`config.mk`:
```
export PLATFORM = sky130hd
export DESIGN_NAME = sync_fifo_flags
export DESIGN_NICKNAME = d
export VERILOG_FILES = /design/src/rtl/sync_fifo_pkg.sv /design/src/rtl/sync_fifo_ram.sv /design/src/rtl/sync_fifo_flags.sv
export SDC_FILE = /design/constraint.sdc
export NUM_CORES = 1
export LEC_CHECK = 0
export BUFFER_PORTS_ARGS = -buffer_cell sky130_fd_sc_hd__buf_4
export CAP_MARGIN = 30
export CORE_AREA = 2 2 116 118
export DETAILED_ROUTE_END_ITERATION = 10
export DIE_AREA = 0 0 118 120
export GPL_ROUTABILITY_DRIVEN = 0
export PLACE_DENSITY = 0.65
export SLEW_MARGIN = 20
export SYNTH_ARGS = -nofsm -noshare
export SYNTH_HDL_FRONTEND = slang
export SYNTH_HIERARCHICAL = 1
export SYNTH_SLANG_ARGS = --single-unit
```
`constraint.sdc`:
```
create_clock -name clk -period 4.1 [get_ports clk]
set_input_delay 0.615 -clock clk [delete_from_list [all_inputs] [get_ports clk]]
set_output_delay 0.615 -clock clk [all_outputs]
set_load 0.005 [all_outputs]
```
`src/rtl/sync_fifo_pkg.sv`:
```
// -----------------------------------------------------------------------------
// sync_fifo_pkg
// Shared definitions for the single-clock flagged FIFO:
//   - default data width / address width
//   - count type for the default geometry, plus a helper that gives the
//     count width for any address width (count must span 0..DEPTH inclusive)
//   - threshold compare functions used for almost_full / almost_empty
// No ports (package).
// -----------------------------------------------------------------------------
package sync_fifo_pkg;

  localparam int DEFAULT_DATA_WIDTH = 8;
  localparam int DEFAULT_ADDR_WIDTH = 4;

  // Count needs one more bit than the address so that DEPTH itself fits.
  typedef logic [DEFAULT_ADDR_WIDTH:0] count_t;

  function automatic int unsigned count_width(input int unsigned addr_width);
    return addr_width + 1;
  endfunction

  function automatic logic thresh_ge(input int unsigned value,
                                     input int unsigned thresh);
    return value >= thresh;
  endfunction

  function automatic logic thresh_le(input int unsigned value,
                                     input int unsigned thresh);
    return value <= thresh;
  endfunction

endpackage

```
`src/rtl/sync_fifo_ram.sv`:
```
// -----------------------------------------------------------------------------
// sync_fifo_ram
// Simple dual-port storage for sync_fifo_flags: one write port, one read port.
// REG_READ = 1 : read data is registered, updated only when rd_en is high,
//                and cleared by reset.
// REG_READ = 0 : read data is a combinational view of mem[rd_addr].
// Ports:
//   clk      in   clock
//   reset    in   synchronous active-high reset (read register only)
//   wr_en    in   write strobe
//   wr_addr  in   write address
//   wr_data  in   write data
//   rd_en    in   read strobe (registered mode only)
//   rd_addr  in   read address
//   rd_data  out  read data
// -----------------------------------------------------------------------------
module sync_fifo_ram
  import sync_fifo_pkg::*;
#(
  parameter int DATA_WIDTH = DEFAULT_DATA_WIDTH,
  parameter int ADDR_WIDTH = DEFAULT_ADDR_WIDTH,
  parameter bit REG_READ   = 1'b1
) (
  input  logic                  clk,
  input  logic                  reset,
  input  logic                  wr_en,
  input  logic [ADDR_WIDTH-1:0] wr_addr,
  input  logic [DATA_WIDTH-1:0] wr_data,
  input  logic                  rd_en,
  input  logic [ADDR_WIDTH-1:0] rd_addr,
  output logic [DATA_WIDTH-1:0] rd_data
);

  logic [DATA_WIDTH-1:0] mem [1 << ADDR_WIDTH];

  // NOTE: the storage array has no reset; occupancy is tracked by the
  // pointers, so stale contents are never observable and the array can map
  // onto plain RAM cells.
  always_ff @(posedge clk) begin
    if (wr_en) begin
      mem[wr_addr] <= wr_data;
    end
  end

  generate
    if (REG_READ) begin : g_reg_read
      // NOTE: state is updated with <= so every register samples values from
      // before the edge; a write and read of the same slot returns old data.
      always_ff @(posedge clk) begin
        if (reset) begin
          rd_data <= '0;
        end else if (rd_en) begin
          rd_data <= mem[rd_addr];
        end
      end
    end else begin : g_comb_read
      logic unused_ctrl;
      assign unused_ctrl = reset ^ rd_en;
      assign rd_data     = mem[rd_addr];
    end
  endgenerate

endmodule

```
`src/rtl/sync_fifo_flags.sv`:
```
// -----------------------------------------------------------------------------
// sync_fifo_flags
// Single-clock FIFO with exact occupancy count, programmable almost-full /
// almost-empty thresholds, write-while-full when a read frees a slot, and
// sticky overflow / underflow flags cleared by err_clr.
// Build option: define SYNC_FIFO_FWFT_EN for first-word-fall-through
// (data_out shows the head word combinationally); otherwise data_out is
// registered and valid the cycle after an accepted read.
// Ports:
//   clk           in   clock, all logic on posedge
//   reset         in   synchronous active-high reset
//   wr_en         in   write request
//   data_in       in   write data
//   rd_en         in   read request
//   data_out      out  read data
//   full          out  count == DEPTH
//   empty         out  count == 0
//   almost_full   out  count >= AFULL_THRESH
//   almost_empty  out  count <= AEMPTY_THRESH
//   count         out  occupancy 0..DEPTH
//   overflow      out  sticky: a write was rejected
//   underflow     out  sticky: a read was rejected
//   err_clr       in   clears overflow / underflow (a new event wins)
// -----------------------------------------------------------------------------
module sync_fifo_flags
  import sync_fifo_pkg::*;
#(
  parameter int DATA_WIDTH    = DEFAULT_DATA_WIDTH,
  parameter int ADDR_WIDTH    = DEFAULT_ADDR_WIDTH,
  parameter int AFULL_THRESH  = (1 << ADDR_WIDTH) - 2,
  parameter int AEMPTY_THRESH = 2
) (
  input  logic                  clk,
  input  logic                  reset,
  input  logic                  wr_en,
  input  logic [DATA_WIDTH-1:0] data_in,
  input  logic                  rd_en,
  output logic [DATA_WIDTH-1:0] data_out,
  output logic                  full,
  output logic                  empty,
  output logic                  almost_full,
  output logic                  almost_empty,
  output logic [ADDR_WIDTH:0]   count,
  output logic                  overflow,
  output logic                  underflow,
  input  logic                  err_clr
);

  localparam int DEPTH = 1 << ADDR_WIDTH;
  localparam int CW    = count_width(ADDR_WIDTH);

`ifdef SYNC_FIFO_FWFT_EN
  localparam bit REG_READ = 1'b0;
`else
  localparam bit REG_READ = 1'b1;
`endif

  localparam logic [ADDR_WIDTH:0] ONE = {{ADDR_WIDTH{1'b0}}, 1'b1};

  logic [ADDR_WIDTH:0] wr_ptr;
  logic [ADDR_WIDTH:0] rd_ptr;
  logic [CW-1:0]       count_next;
  logic                rd_acc;
  logic                wr_acc;

  // Acceptance is decided from registered state only; a read frees the slot
  // a simultaneous write into a full FIFO needs.
  always_comb begin
    rd_acc     = rd_en && !empty;
    wr_acc     = wr_en && (!full || rd_acc);
    count_next = count + {{ADDR_WIDTH{1'b0}}, wr_acc}
                       - {{ADDR_WIDTH{1'b0}}, rd_acc};
  end

  // Flags are registered from count_next so they always agree with count.
  always_ff @(posedge clk) begin
    if (reset) begin
      wr_ptr       <= '0;
      rd_ptr       <= '0;
      count        <= '0;
      full         <= 1'b0;
      empty        <= 1'b1;
      almost_full  <= 1'b0;
      almost_empty <= 1'b1;
      overflow     <= 1'b0;
      underflow    <= 1'b0;
    end else begin
      if (wr_acc) wr_ptr <= wr_ptr + ONE;
      if (rd_acc) rd_ptr <= rd_ptr + ONE;
      count        <= count_next;
      full         <= (count_next == CW'(DEPTH));
      empty        <= (count_next == '0);
      almost_full  <= thresh_ge(32'(count_next), AFULL_THRESH);
      almost_empty <= thresh_le(32'(count_next), AEMPTY_THRESH);

      if (wr_en && !wr_acc) overflow <= 1'b1;
      else if (err_clr)     overflow <= 1'b0;

      if (rd_en && !rd_acc) underflow <= 1'b1;
      else if (err_clr)     underflow <= 1'b0;
    end
  end

  sync_fifo_ram #(
    .DATA_WIDTH (DATA_WIDTH),
    .ADDR_WIDTH (ADDR_WIDTH),
    .REG_READ   (REG_READ)
  ) u_ram (
    .clk     (clk),
    .reset   (reset),
    .wr_en   (wr_acc),
    .wr_addr (wr_ptr[ADDR_WIDTH-1:0]),
    .wr_data (data_in),
    .rd_en   (rd_acc),
    .rd_addr (rd_ptr[ADDR_WIDTH-1:0]),
    .rd_data (data_out)
  );

endmodule

```
## After elaboration in Yosys (flattened, before gate mapping)

Memory sizes are Yosys's and may differ from the RTL's. A register that Yosys moved wholly into a read port is not among the register bits.
Index checks and enable logic that the tools add are counted.

- Register bits: 21
- Bits in writable memories: 128
- Bits of input ports: 13
- Latch bits: 0
- Output and inout bits: 19
- Memories: 1
- Bits in read-only memories: 0

- Shift-type cells: 0
- Multiply operators: 0
- Bitwise operators: 0
- Magnitude comparators: 2
- Multiplexer cells: 5
- Reduce and logical (&&, ||, !) cells: 12
- Add/sub/neg operators: 4
- Divide/modulo/power cells: 0
- Eq/ne operators: 1

Memory list:

| name | words | width | read ports | clocked after memory_dff | write ports | RTL line | text |
|---|---|---|---|---|---|---|---|
| u_ram.mem | 16 | 8 | 1 | 1 | 1 | sync_fifo_ram.sv:34 | `logic [DATA_WIDTH-1:0] mem [1 << ADDR_WIDTH];` |

Operators with widths:

| kind | count |
|---|---|
| adder 5 x 1 -> 5 bit, second input constant | 2 |
| adder 5 x 1 -> 5 bit | 1 |
| == test 5 bit, second input constant | 1 |
| greater-or-equal comparator 5 x 4 -> 1 bit, second input constant | 1 |
| <= comparator 5 x 2 -> 1 bit, second input constant | 1 |
| zero test 5 bit | 1 |
| 2-to-1 mux 1 bit | 5 |
| subtractor 5 x 1 -> 5 bit | 1 |
| logical AND 1 bit | 4 |
| zero test 1 bit | 4 |
| nonzero test 2 bit | 2 |
| logical OR 1 bit | 1 |

## Logic depth before layout (Yosys ltp)

- Depth in word-level cells: 7
- Mapped depth: 11

## Hierarchy

The synthesis kept the hierarchy.

Modules (own cells, without submodules):

| module | area an instance (um2) | seq. area each (um2) | times used | cells an instance |
|---|---|---|---|---|
| sync_fifo_ram | 5343.9 | 4003.8 | 1 | 316 |
| sync_fifo_flags | 858.3 | 380.4 | 1 | 89 |

## Worst setup path before layout

No wires, ideal clock.

- Path type: input to register
- From: input port rd_en
- To: register almost_full
- Required time: 4.026 ns
- Data arrival time: 2.810 ns
- Stages on the path: 10
- Path slack: 1.216 ns
- Library setup time: 0.074 ns
- Cells stage by stage: nand2b_1 a21oi_2 inv_1 ha_1 inv_1 ha_1 fa_1 xnor2_1 or4b_1 a31oi_1

- Cells in the longest elaborated chain, start to end: 6

RTL lines:

| element | RTL line | text |
|---|---|---|
| from (decl) | sync_fifo_flags.sv:37 | `input logic rd_en,` |
| logical AND 1 bit | sync_fifo_flags.sv:69 | `rd_acc = rd_en && !empty;` |
| logical OR 1 bit | sync_fifo_flags.sv:70 | `wr_acc = wr_en && (!full \|\| rd_acc);` |
| logical AND 1 bit | sync_fifo_flags.sv:70 |  |
| via wr_acc | sync_fifo_flags.sv:64 | `logic wr_acc;` |
| adder 5 x 1 -> 5 bit | sync_fifo_flags.sv:71 | `count_next = count + {{ADDR_WIDTH{1'b0}}, wr_acc}` |
| subtractor 5 x 1 -> 5 bit | sync_fifo_flags.sv:72 | `- {{ADDR_WIDTH{1'b0}}, rd_acc};` |
| greater-or-equal comparator 5 x 4 -> 1 bit | sync_fifo_pkg.sv:24 | `return value >= thresh;` |
| to (signal assigned) | sync_fifo_flags.sv:93 | `almost_full <= thresh_ge(32'(count_next), AFULL_THRESH);` |
| to (decl) | sync_fifo_flags.sv:41 | `output logic almost_full,` |

The timed path passes the listed nets, and every way through them passes these cells.
A chain may end at the register's enable or synchronous reset.

## Final worst setup path

- From: register empty
- To: register almost_full

- Cells in the longest elaborated chain, start to end: 7

RTL lines:

| element | RTL line | text |
|---|---|---|
| from (decl) | sync_fifo_flags.sv:40 | `output logic empty,` |
| from (signal assigned) | sync_fifo_flags.sv:92 | `empty <= (count_next == '0);` |
| zero test 1 bit | sync_fifo_flags.sv:69 |  |
| logical AND 1 bit | sync_fifo_flags.sv:69 |  |
| logical OR 1 bit | sync_fifo_flags.sv:70 |  |
| logical AND 1 bit | sync_fifo_flags.sv:70 |  |
| via wr_acc | sync_fifo_flags.sv:64 |  |
| adder 5 x 1 -> 5 bit | sync_fifo_flags.sv:71 |  |
| subtractor 5 x 1 -> 5 bit | sync_fifo_flags.sv:72 |  |
| greater-or-equal comparator 5 x 4 -> 1 bit | sync_fifo_pkg.sv:24 |  |

The timed path passes the listed nets, and every way through them passes these cells.

==> run_results.csv <==
group,metric,value,unit
power,seq_power_share,47.3,%
timing,worstMarginPinSlew,869,ps
detailed_routing,via_per_inst,5.37,
power,p_leak,2.38,nW
final_layout,syn2layout_area_growth,15.8,%
timing,finalHoldViolations,0,
yosys,synthCells,405,
power,ir_drop,0.000394,V
power,total_power,3.97,mW
final_layout,final_common_cell,"edfxtp_1",
critical_path,cp.required,4450,ps
timing,setup_violations,0,
detailed_routing,drc,0,
timing,relSlewSlack,41.9,%
detailed_routing,drtIter0Drc,235,
clock_tree,cts_setup_buffers,0,
hold_path,hold_path_startpoint,"u_ram/rd_data[4]$_SDFFE_PP0P_",
yosys,syn_area,0.00620,mm²
yosys,ys_ff_latch,155,
critical_path,path_cells,"nand2b_1 -> a21oi_2 -> inv_1 -> ha_1 -> inv_1 -> ha_1 -> fa_1 -> xnor2_1 -> or4b_1 -> a31oi_1",
placed_design,hpwlAfterDp,7520,µm
critical_path,crit_type,"reg2reg",
yosys,ys_warn_count,6,
clock_tree,clockBufferDepth,2,
yosys,synth_cell_type_count,37,
yosys,ys_seq_area_share,70.7,%
clock_tree,cts_tree,"yes",
critical_path,crit_slowest_cell,"or4b_1",
die,core_area,0.0130,mm²
final_layout,final_area,0.00718,mm²
critical_path,critPathMaxFanout,7,
timing,fin_crit,2840,ps
power,power_per_cell_area,552,mW/mm²
critical_path,crit_path_start,"empty$_SDFF_PP1_",
global_route,track_usage,18.0,%
detailed_routing,drt_wl_total,11800,µm
global_route,grt.busiest_layer,"met2",
timing,worst_slack,1260,ps
critical_path,endpoint_kind,"flip-flop",
yosys,async_flop_share,0,%
global_route,antenna_found_initial,0,
global_route,grt_start_max_net_pins,39,
clock_tree,numClockSinks,155,
clock_tree,clk_pin_slew,60,ps
yosys,synth_edf_count,128,
detailed_routing,wl_per_cell,18.6,µm
critical_path,cp.arrival,3190,ps
critical_path,max_stage_delay,520,ps
clock_tree,htreeDepth,4,
critical_path,crit_buf_inv,2,
timing,fmax,352,MHz
detailed_routing,postRouteAntennaNets,0,
die,die_y,120,µm
power,sw_frac_of_total,23.9,%
yosys,synth_area_per_cell,15.3,µm²
placed_design,port_buffers,31,
die,die-area,0.0142,mm²
run,timing.max_cap.violations,0,
final_layout,final_util,55.3,%
hold_path,hold_path.class,"reg2reg",
die,fp-row-count,42,
detailed_routing,num_vias,3419,
power,switching_power,0.949,mW
global_route,grtUsageMet3,4.90,%
yosys,ys.flop_type,"edfxtp_1",
clock_tree,cts_resized,0,
global_route,met2_usage,30.5,%
final_layout,num_antenna_cells,0,
detailed_routing,drtPass1Iterations,4,
power,p_comb_share,14.5,%
final_layout,fin_nets,469,
final_layout,layout-drive-gt1-share,16.5,%
die,start_util,47.8,%
timing,slew_viol_final,0,
die,ios,32,
timing,rsz0062_at_grt,"no",
global_route,first_global_vias,3467,
power,p_int,3.02,mW
clock_tree,cts-root-buf,"clkbuf_16",
final_layout,layout_common_cells,"edfxtp_1 (128), mux2i_1 (65), buf_4 (39), nor2_1 (27)",
critical_path,cp_top_family,"adder cells",
placed_design,placed_cell_area,0.00659,mm²
die,die_w,118,µm
power,power_frac_clock,38.1,%
clock_tree,numCtsBuffers,17,
clock_tree,clock_latency,420,ps
timing,fin_crit_sh,69.3,%
clock_tree,ctsHoldBuffers,0,
critical_path,start_kind,"flip-flop",
global_route,grt_overflow_total,0,
run_status,status,"complete, no violations",
global_route,met1_usage,21.6,%
yosys,syn_nets,426,
timing,clock_skew,6.47,ps
global_route,grt_first_pass_wirelength,18600,µm
critical_path,timing.rr.start,"empty$_SDFF_PP1_",
placed_design,post-place-ws,944,ps
timing,tns,0,ps
metal layers:
layer,vias up,wire (µm)
li1,1623,-
met1,1708,5200
met2,75,6020
met3,13,380
met4,0,238
met5,-,0
power groups by stage:
stage               Clock (mW)  Combinational [mW]  Sequential, mW
detailed placement           0               0.578            1.91
CTS                       1.54               0.580            1.88
global route              1.60               0.644            1.89
global placement             0               0.562            1.91
floorplan                    0               0.359            1.90
finish                    1.51               0.576            1.88
cells by family after synthesis:
family / count (synthesis) / share of synthesized area (%)
flip-flops: 155 / 70.7
buffers and inverters: 26 / 3.03
adder cells (fa/ha/maj): 8 / 1.73
multiplexers: 65 / 10.5
XOR/XNOR: 10 / 1.41
AO/OA/AOI/OAI: 45 / 5.20
AND/OR/NAND/NOR: 96 / 7.44
area by class of cell:
| type | count | area (µm²) |
|---|---|---|
| fill | 1059 | 5800 |
| sequential | 155 | 4390 |
| clock buffer | 24 | 492 |
| timing repair buffer | 40 | 320 |
| multi-input combinational | 224 | 1630 |
| tap | 176 | 220 |
| inverter | 10 | 37.5 |
| clock inverter | 8 | 91.3 |
worst reg2reg max path, cell delays in order (launching register included):
cell and delay, ps:
dfxtp_1 320, nand2b_1 240, a21oi_2 330, inv_1 80, ha_1 270, inv_1 30, ha_1 190, fa_1 410
xnor2_1 210, or4b_1 530, a31oi_1 160
path summary, 6_finish.rpt:
path / end / slack [ps] / cells past startpoint
max reg2reg: almost_full$_SDFF_PP0_ / 1260 / 10
max: almost_full$_SDFF_PP0_ / 1260 / 10
min reg2reg: u_ram/rd_data[4]$_SDFFE_PP0P_ / 460 / 2
min: u_ram/rd_data[4]$_SDFFE_PP0P_ / 460 / 2
cell usage after synthesis, drive strengths merged, types with 2 or more instances:
master | count | area share, %
a41o | 2 | 0.34
nand2 | 22 | 1.3
nand2b | 3 | 0.30
xnor2 | 6 | 0.85
dfxtp | 27 | 8.7
mux2i | 65 | 10
xor2 | 4 | 0.56
clkbuf | 2 | 0.12
nor2 | 27 | 1.6
inv | 10 | 0.61
nand3b | 3 | 0.36
a22oi | 25 | 3.0
nor3 | 4 | 0.32
nor2b | 4 | 0.40
buf | 14 | 2.3
a21oi | 12 | 1.1
ha | 7 | 1.4
a211oi | 2 | 0.24
edfxtp | 128 | 62
a21o | 2 | 0.26
nand3 | 26 | 2.1
sequential cells by signal, indices dropped and copies added, names as in the netlist:
signal         cells
almost_empty       1
u_ram/mem        128
overflow           1
u_ram/rd_data      8
empty              1
count              5
almost_full        1
rd_ptr             4
full               1
wr_ptr             4
underflow          1
per-stage QoR:
stage | hold slack (ps) | instances
after floorplan | 450 | 405
after global placement | 445 | 602
after detailed placement | 453 | 604
after CTS | 450 | 636
after global routing | 470 | 637
final | 456 | 637
(Power assumes the default switching activity.)
